$ cat src/rtl/space_wire_time_code_scheduler.sv
// SpaceWire time-code scheduler: arbitrates host-requested and periodic auto
// time-codes onto the transmitter tick_in/time_in handshake, and registers
// received time-codes with a sequence check.
// Ports: i_clk/i_reset (sync, active-high); i_enable, i_link_running gate
// issuing; i_auto_period sets the auto-tick interval (0 = off); i_host_req/
// i_host_time/i_host_flags/o_host_ack form the host request path;
// o_tick_in/o_time_in/o_ctrl_flags_in/i_tx_ack form the transmitter handshake;
// o_busy flags an issue in flight or holdoff; i_rx_tick/i_rx_time feed the
// receive path, which drives o_rx_tick_out/o_rx_time_out/o_rx_seq_error.
module space_wire_time_code_scheduler #(
    parameter int PERIOD_W = 16,
    parameter int HOLDOFF  = 4
) (
    input  logic                i_clk,
    input  logic                i_reset,
    input  logic                i_enable,
    input  logic                i_link_running,
    input  logic [PERIOD_W-1:0] i_auto_period,
    input  logic                i_host_req,
    input  logic [5:0]          i_host_time,
    input  logic [1:0]          i_host_flags,
    output logic                o_host_ack,
    output logic                o_tick_in,
    output logic [5:0]          o_time_in,
    output logic [1:0]          o_ctrl_flags_in,
    input  logic                i_tx_ack,
    output logic                o_busy,
    input  logic                i_rx_tick,
    input  logic [7:0]          i_rx_time,
    output logic                o_rx_tick_out,
    output logic [7:0]          o_rx_time_out,
    output logic                o_rx_seq_error
);

    localparam int HW = (HOLDOFF > 1) ? $clog2(HOLDOFF) : 1;

    typedef enum logic [1:0] {IDLE, ISSUE, HOLD} state_t;

    state_t              state, state_nxt;
    logic [PERIOD_W-1:0] timer;
    logic                host_pending, auto_pending, served_host;
    logic [5:0]          host_time, local_time;
    logic [1:0]          host_flags;
    logic [HW-1:0]       hold_cnt;
    logic [5:0]          rx_prev;
    logic                rx_first;

    logic                run, timer_on, auto_expire;
    logic                tick_nxt, ack_nxt, served_nxt, take_host, take_auto;
    logic [5:0]          time_nxt, local_nxt;
    logic [1:0]          flags_nxt;
    logic [HW-1:0]       hold_nxt;

    assign run         = i_enable & i_link_running;
    assign timer_on    = run && (i_auto_period != '0);
    assign auto_expire = timer_on && (timer == i_auto_period - PERIOD_W'(1));
    assign o_busy      = (state != IDLE);

    // Next-state and registered-output values.
    always_comb begin
        state_nxt  = state;
        tick_nxt   = o_tick_in;
        time_nxt   = o_time_in;
        flags_nxt  = o_ctrl_flags_in;
        ack_nxt    = 1'b0;
        served_nxt = served_host;
        local_nxt  = local_time;
        hold_nxt   = hold_cnt;
        take_host  = 1'b0;
        take_auto  = 1'b0;
        if (!run) begin
            // Abandon any issue in flight; local_time keeps its last value.
            state_nxt = IDLE;
            tick_nxt  = 1'b0;
        end else begin
            case (state)
                IDLE: begin
                    if (host_pending) begin
                        take_host  = 1'b1;
                        tick_nxt   = 1'b1;
                        time_nxt   = host_time;
                        flags_nxt  = host_flags;
                        local_nxt  = host_time;
                        served_nxt = 1'b1;
                        state_nxt  = ISSUE;
                    end else if (auto_pending) begin
                        take_auto  = 1'b1;
                        tick_nxt   = 1'b1;
                        time_nxt   = local_time + 6'd1;
                        flags_nxt  = 2'b00;
                        local_nxt  = local_time + 6'd1;
                        served_nxt = 1'b0;
                        state_nxt  = ISSUE;
                    end
                end
                ISSUE: begin
                    if (i_tx_ack) begin
                        tick_nxt  = 1'b0;
                        ack_nxt   = served_host;
                        hold_nxt  = '0;
                        state_nxt = HOLD;
                    end
                end
                HOLD: begin
                    if (hold_cnt == HW'(HOLDOFF - 1)) state_nxt = IDLE;
                    else                              hold_nxt  = hold_cnt + HW'(1);
                end
                default: state_nxt = IDLE;
            endcase
        end
    end

    always_ff @(posedge i_clk) begin
        if (i_reset) begin
            state           <= IDLE;
            o_tick_in       <= 1'b0;
            o_time_in       <= '0;
            o_ctrl_flags_in <= '0;
            o_host_ack      <= 1'b0;
            served_host     <= 1'b0;
            local_time      <= '0;
            hold_cnt        <= '0;
        end else begin
            state           <= state_nxt;
            o_tick_in       <= tick_nxt;
            o_time_in       <= time_nxt;
            o_ctrl_flags_in <= flags_nxt;
            o_host_ack      <= ack_nxt;
            served_host     <= served_nxt;
            local_time      <= local_nxt;
            hold_cnt        <= hold_nxt;
        end
    end

    // Auto timer and pending flags. A fresh request wins over the clear from
    // being served in the same cycle so it is not lost.
    always_ff @(posedge i_clk) begin
        if (i_reset) begin
            timer        <= '0;
            host_pending <= 1'b0;
            auto_pending <= 1'b0;
            host_time    <= '0;
            host_flags   <= '0;
        end else begin
            // >= also catches a period shrunk below the running count.
            if (!timer_on || timer >= i_auto_period - PERIOD_W'(1))
                timer <= '0;
            else
                timer <= timer + PERIOD_W'(1);

            if (i_host_req) begin
                host_time  <= i_host_time;
                host_flags <= i_host_flags;
            end

            if (!run)            host_pending <= 1'b0;
            else if (i_host_req) host_pending <= 1'b1;
            else if (take_host)  host_pending <= 1'b0;

            if (!run)             auto_pending <= 1'b0;
            else if (auto_expire) auto_pending <= 1'b1;
            else if (take_auto)   auto_pending <= 1'b0;
        end
    end

    // Receive path, independent of the issue FSM.
    always_ff @(posedge i_clk) begin
        if (i_reset) begin
            o_rx_tick_out  <= 1'b0;
            o_rx_time_out  <= '0;
            o_rx_seq_error <= 1'b0;
            rx_prev        <= '0;
            rx_first       <= 1'b1;
        end else begin
            o_rx_tick_out  <= i_rx_tick;
            o_rx_seq_error <= 1'b0;
            if (i_rx_tick) begin
                o_rx_time_out  <= i_rx_time;
                o_rx_seq_error <= !rx_first && (i_rx_time[5:0] != rx_prev + 6'd1);
                rx_prev        <= i_rx_time[5:0];
            end
            // Link loss restarts the sequence check.
            if (!i_link_running) rx_first <= 1'b1;
            else if (i_rx_tick)  rx_first <= 1'b0;
        end
    end

endmodule

$ cat config.mk
export PLATFORM = sky130hd
export DESIGN_NAME = space_wire_time_code_scheduler
export DESIGN_NICKNAME = d
export VERILOG_FILES = /design/src/rtl/space_wire_time_code_scheduler.sv
export SDC_FILE = /design/constraint.sdc
export NUM_CORES = 1
export LEC_CHECK = 0
export CORE_UTILIZATION = 40
export DETAILED_ROUTE_END_ITERATION = 10
export GPL_ROUTABILITY_DRIVEN = 0
export RECOVER_POWER = 100
export SLEW_MARGIN = 20
export SYNTH_ARGS = -nofsm -noshare
export SYNTH_HDL_FRONTEND = slang
export SYNTH_SLANG_ARGS = --single-unit
$ cat constraint.sdc
create_clock -name i_clk -period 6.9 [get_ports i_clk]
set_input_delay 2.07 -clock i_clk [delete_from_list [all_inputs] [get_ports i_clk]]
set_output_delay 2.07 -clock i_clk [all_outputs]
set_load 0.02 [all_outputs]
Word-level counts from Yosys, hierarchy flattened

Index checks and enable logic that the tools add are counted.

Output and inout port bits: 21
Logic and storage cells: 90
Register bits: 58
Bits of input ports: 39

Equal/unequal tests: 9
Multiplexer cells: 29
Bitwise gates (word level): 6
Add/sub/neg operators: 5
Reductions and logical operators: 23
$lt $le $gt $ge: 1

Operator list:

| kind                  | count |
|---|---|
| $add 16x1->16 const B | 1 |
| $eq 16x16->1          | 1 |
| $ge 16x16->1          | 1 |
| $mux 1                | 16 |
| $mux 2                | 8 |
| $reduce_bool 16->1    | 1 |
| $sub 16x1->16 const B | 1 |
| $add 6x1->6 const B   | 2 |
| $mux 6                | 2 |
| $reduce_bool 2->1     | 6 |
| $reduce_and 3->1      | 3 |
| $reduce_or 2->1       | 4 |
| $ne 2x2->1 const B    | 3 |
| $ne 6x6->1            | 1 |
| $pmux 2 s3            | 1 |
| $not 1->1             | 5 |
| $eq 2x2->1 const B    | 2 |
| $pmux 2 s2            | 1 |
| $reduce_and 4->1      | 1 |
| $reduce_or 4->1       | 1 |
| $logic_and 1x1->1     | 3 |
| $ne 3x3->1 const B    | 1 |
| $add 2x1->2 const B   | 1 |
| $eq 2x1->1 const B    | 1 |
| 5 further kinds       | 6 |

Longest topological paths before layout

Depth in word-level cells: 6
Mapped depth: 13
Depth with buffers taken out: 11

Worst setup path before layout

No wires, ideal clock.

Kind: input port to flip-flop
Start point: in i_auto_period[8]
End point: reg timer[9]
Buffers on the path: 2
Path slack: 2.003 ns
Data required time: 6.837 ns
Arrival time: 4.834 ns
Cell stages on the path: 10
Cell sequence: nor4_1 or4b_2 nor2_1 xnor2_1 ha_1 a2111o_1 or4_1 buf_6 buf_12 nor2_4

Word-level cells in the longest chain between the ends: 5
Elaborated cells on any way between the ends: 7
Those cells by class: add/sub: 1; order compare: 1; reduce/logical: 5

Ends and longest elaborated chain:

| element                                                               | line | text |
|---|---|---|
| start: declaration                                                    | 18   | `input logic [PERIOD_W-1:0] i_auto_period,` |
| parallel branches: the longest is 3 deep, another holds $sub 16x1->16 | --   |  |
| $logic_or 1x1->1 *                                                    | 146  | `if (!timer_on \|\| timer >= i_auto_period - PERIOD_W'(1))` |
| $reduce_or 2->1 (no line) *                                           | --   |  |
| end signal: assignment                                                | 149  | `timer <= timer + PERIOD_W'(1);` |
| end: declaration                                                      | 40   | `logic [PERIOD_W-1:0] timer;` |

Every way passes the cells marked *.
A chain may end at the register's enable or synchronous reset.

Worst setup path in the final report

Start point: in i_auto_period[8]
End point: reg timer[7]

Same word-level chain as after synthesis.

==> metrics.md <==
| Metric | Value |
|---|---|
| Layout cells sized above 1 | 0.0457 |
| Placeable Area | 0.00698 mm^2 |
| Worst Path Max Fanout | 16 |
| Clock Root Buffer | clkbuf_8 |
| Clk sinks | 52 |
| Area Growth Syn to Fin | 24.6% |
| Worst Path Arrival | 5.64 ns |
| Most common cell after layout, fill and taps aside | nor2_1 |
| DRT Wirelength | 6270 um |
| # hold bufs at CTS | 0 |
| Drt wl/cell | 12.8 um |
| Worst-Skew Late Latency | 0.30 ns |
| Synth unique cells | 51 |
| Total grt overflow | 0 |
| Chip Width | 88.0 um |
| Reg clk slew, reported paths | 0.09 ns |
| Post-synthesis sequential area ratio | 0.352 |
| Crit share post-route | 0.790 |
| First-pass GRT wire length | 10,600 um |
| Worst Clk Skew | 0.00776 ns |
| Area of the multi-input gates | 0.00178 mm^2 |
| Layout Nets | 454 |
| Final Hold Viols | 0 |
| Die Ht | 88.0 um |
| Status | complete, no violations |
| Final setup fails | 0 |
| Crit. Startpoint | i_auto_period[8] |
| Clock Power Share | 0.334 |
| Number of global-route vias before repair | 2,277 |
| Initial core utilization | 0.424 |
| Syn Nets | 395 |
| Setup CP Type | input pin to flip-flop |
| Synth Warn # | 0 |
| Post-route minimum period | 5.45 ns |
| Largest net degree at the start of global routing | 31 |
| Sw Ratio | 0.241 |
| Synthesized area | 0.00296 mm^2 |
| Reg2reg path depth | 6 |
| Max Clock Freq | 0.183 GHz |
| Max cap viols | 0 |
| Final Instance Area | 0.00369 mm^2 |
| Setup Buffers After CTS | 0 |
| Mean Syn Cell Area | 8.86 um^2 |
| Critical Path End Type | flip-flop |
| Startpoint Class | input pin |
| Ant diodes | 0 |
| Dpl hpwl | 4820 um |
| PortBufs | 59 |
| Resized Gates After CTS | 0 |
| CTS tree | done |
| Iter 0 DRT Violations | 98 |
| Num ports | 60 |
| Fillers | 678 |
| Initial DRT Pass Iterations | 4 |
| HP Start | rx_first$_SDFFE_PP1P_ |
| Setup TNS | 0 ns |
| Hold path depth | 1 |
| Main synth FF type | dfxtp_1 |
| Reg2reg end | local_time[4]$_SDFFE_PP0P_ |
| Vias/cell | 4.99 |
| Syn Inst Count | 334 |
| Antenna-violating nets left | 0 |
| Worst min-delay path category | flip-flop to flip-flop |
| Net switching power | 0.148 mW |
| Hold Path Sink | o_rx_seq_error$_SDFF_PP0_ |
| CTS buffer count | 5 |
| Worst Tran Pin Value | 1.30 ns |
| VDD IR max | 0.0000830 V |
| Register area | 0.00104 mm^2 |
| Slew HR | 0.130 |
| Yosys reg bits | 52 |
| Clk buf depth | 2 |
| Combinational Power Share | 0.149 |
| Cell leakage power | 1.43 nW |
| R2R Setup Slk | 4.64 ns |
| Unrepaired setup endpoints after global routing | false |
| Number of flops mapped to enable cells by yosys | 0 |
| Initial antenna violation count | 0 |
| Origin of the critical flop-to-flop path | state[1]$_SDFFE_PP0P_ |
| All-Layer GR Usage | 0.173 |
| FFs w/ async S/R, synth | 0 |
| Rows | 30 |
| Via count | 2,445 |
| Remaining DRCs | 0 |
| H-tree depth | 2 |
| Max-slew violations | 0 |
| Worst Path Required | 7.09 ns |
| DP Area | 0.00363 mm^2 |
| Commonest non-fill, non-tap cells in the layout | nor2_1 (55), dfxtp_1 (52), clkdlybuf4s50_1 (34) |
| Internal Power | 0.465 mW |
| Die area | 0.00775 mm^2 |
| Power Dens Cells | 166 mW/mm^2 |
| Flop pwr share | 0.517 |
-- kinds of logic after synthesis --
kind of cell,share of synthesized area
buffers and inverters,0.0347
XOR/XNOR,0.107
AND/OR/NAND/NOR,0.262
multiplexers,0.0647
flip-flops,0.352
AO/OA/AOI/OAI,0.0875
adder cells (fa/ha/maj),0.0930
-- state kept, by name, summed over array words and instances (netlist names), 2 cells and up --
| name | count |
|---|---|
| o_rx_time_out | 8 |
| host_time | 6 |
| timer | 16 |
| state | 2 |
| local_time | 6 |
| o_ctrl_flags_in | 2 |
| host_flags | 2 |
| hold_cnt | 2 |
-- worst max-delay path, cell delays in order --
cell and delay [ns]:
dlygate4sd3_1 0.61, nor4_1 0.41, or4b_2 0.65, nor2_1 0.14
xnor2_1 0.08, ha_1 0.31, nand4_1 0.14, or2_2 0.36
a211oi_1 0.37, or4_1 0.17, buf_4 0.24, nor2_1 0.08
-- power groups by stage --
| stage | combinational (mW) | sequential, mW | clock, mW |
|---|---|---|---|
| after CTS | 0.0960 | 0.317 | 0.213 |
| after global routing | 0.100 | 0.319 | 0.225 |
| after global placement | 0.0944 | 0.324 | 0 |
| after detailed placement | 0.0956 | 0.324 | 0 |
| after floorplan | 0.0460 | 0.328 | 0 |
| final | 0.0914 | 0.317 | 0.205 |
-- metrics by stage --
step                      worst slack [ns]  hold WS [ns]  total power [mW]  cells   util
after floorplan                       2.00         0.399             0.374    334      -
after global placement                1.25         0.422             0.419    482  0.520
after detailed placement              1.24         0.422             0.420    482  0.520
after CTS                             1.55         0.433             0.627    490  0.535
after global routing                  1.27         0.450             0.644    490  0.528
final                                 1.45         0.431             0.613    490  0.528
-- area by class of cell --
type | count | share of cell area
tap | 96 | 0.0326
clock buffer | 6 | 0.0197
timing repair buffer | 63 | 0.166
clock inverter | 2 | 0.00950
inverter | 8 | 0.00814
multi-input combinational | 263 | 0.482
sequential | 52 | 0.282
-- metal layers --
| metal | vias to the layer above | global-route usage | wire length [um] |
|---|---|---|---|
| met5 | - | 0 | 0 |
| met3 | 8 | 0.0292 | 140 |
| met2 | 31 | 0.272 | 2810 |
| li1 | 1289 | - | - |
| met1 | 1117 | 0.240 | 3230 |
| met4 | 0 | 0.0572 | 97 |
-- worst max path at each step --
stage,endpoint,cells past startpoint,slack (ns)
2_1_floorplan,timer[9]$_SDFF_PP0_,10,2.00
3_3_place_gp,timer[3]$_SDFF_PP0_,12,1.25
3_5_place_dp,timer[5]$_SDFF_PP0_,12,1.24
4_1_cts,timer[5]$_SDFF_PP0_,12,1.55
5_1_grt,timer[7]$_SDFF_PP0_,12,1.27
6_report,timer[7]$_SDFF_PP0_,12,1.45
-- cells in the mapped netlist (2+ instances only) --
cell type,number,area share
buf_6,2,0.0076
a21o_1,5,0.013
mux2i_1,18,0.061
a211oi_1,4,0.010
clkbuf_1,7,0.0089
o21ai_0,4,0.0068
or2_2,2,0.0042
inv_1,8,0.010
ha_1,22,0.093
nand3_1,15,0.025
xor2_1,13,0.038
nor4_1,6,0.013
nor3_1,7,0.012
nand4_1,9,0.019
a22oi_1,3,0.0076
nand2b_1,3,0.0063
nand2_1,21,0.027
nand3b_1,2,0.0051
nor2_2,2,0.0042
dfxtp_1,52,0.35
a21oi_1,14,0.024
nor2b_1,3,0.0063
nor2_1,49,0.062
xnor2_1,23,0.068
nor2_4,8,0.030
and3_1,5,0.011
or3_1,3,0.0063
Note: power is estimated with default switching activity, not from simulation.
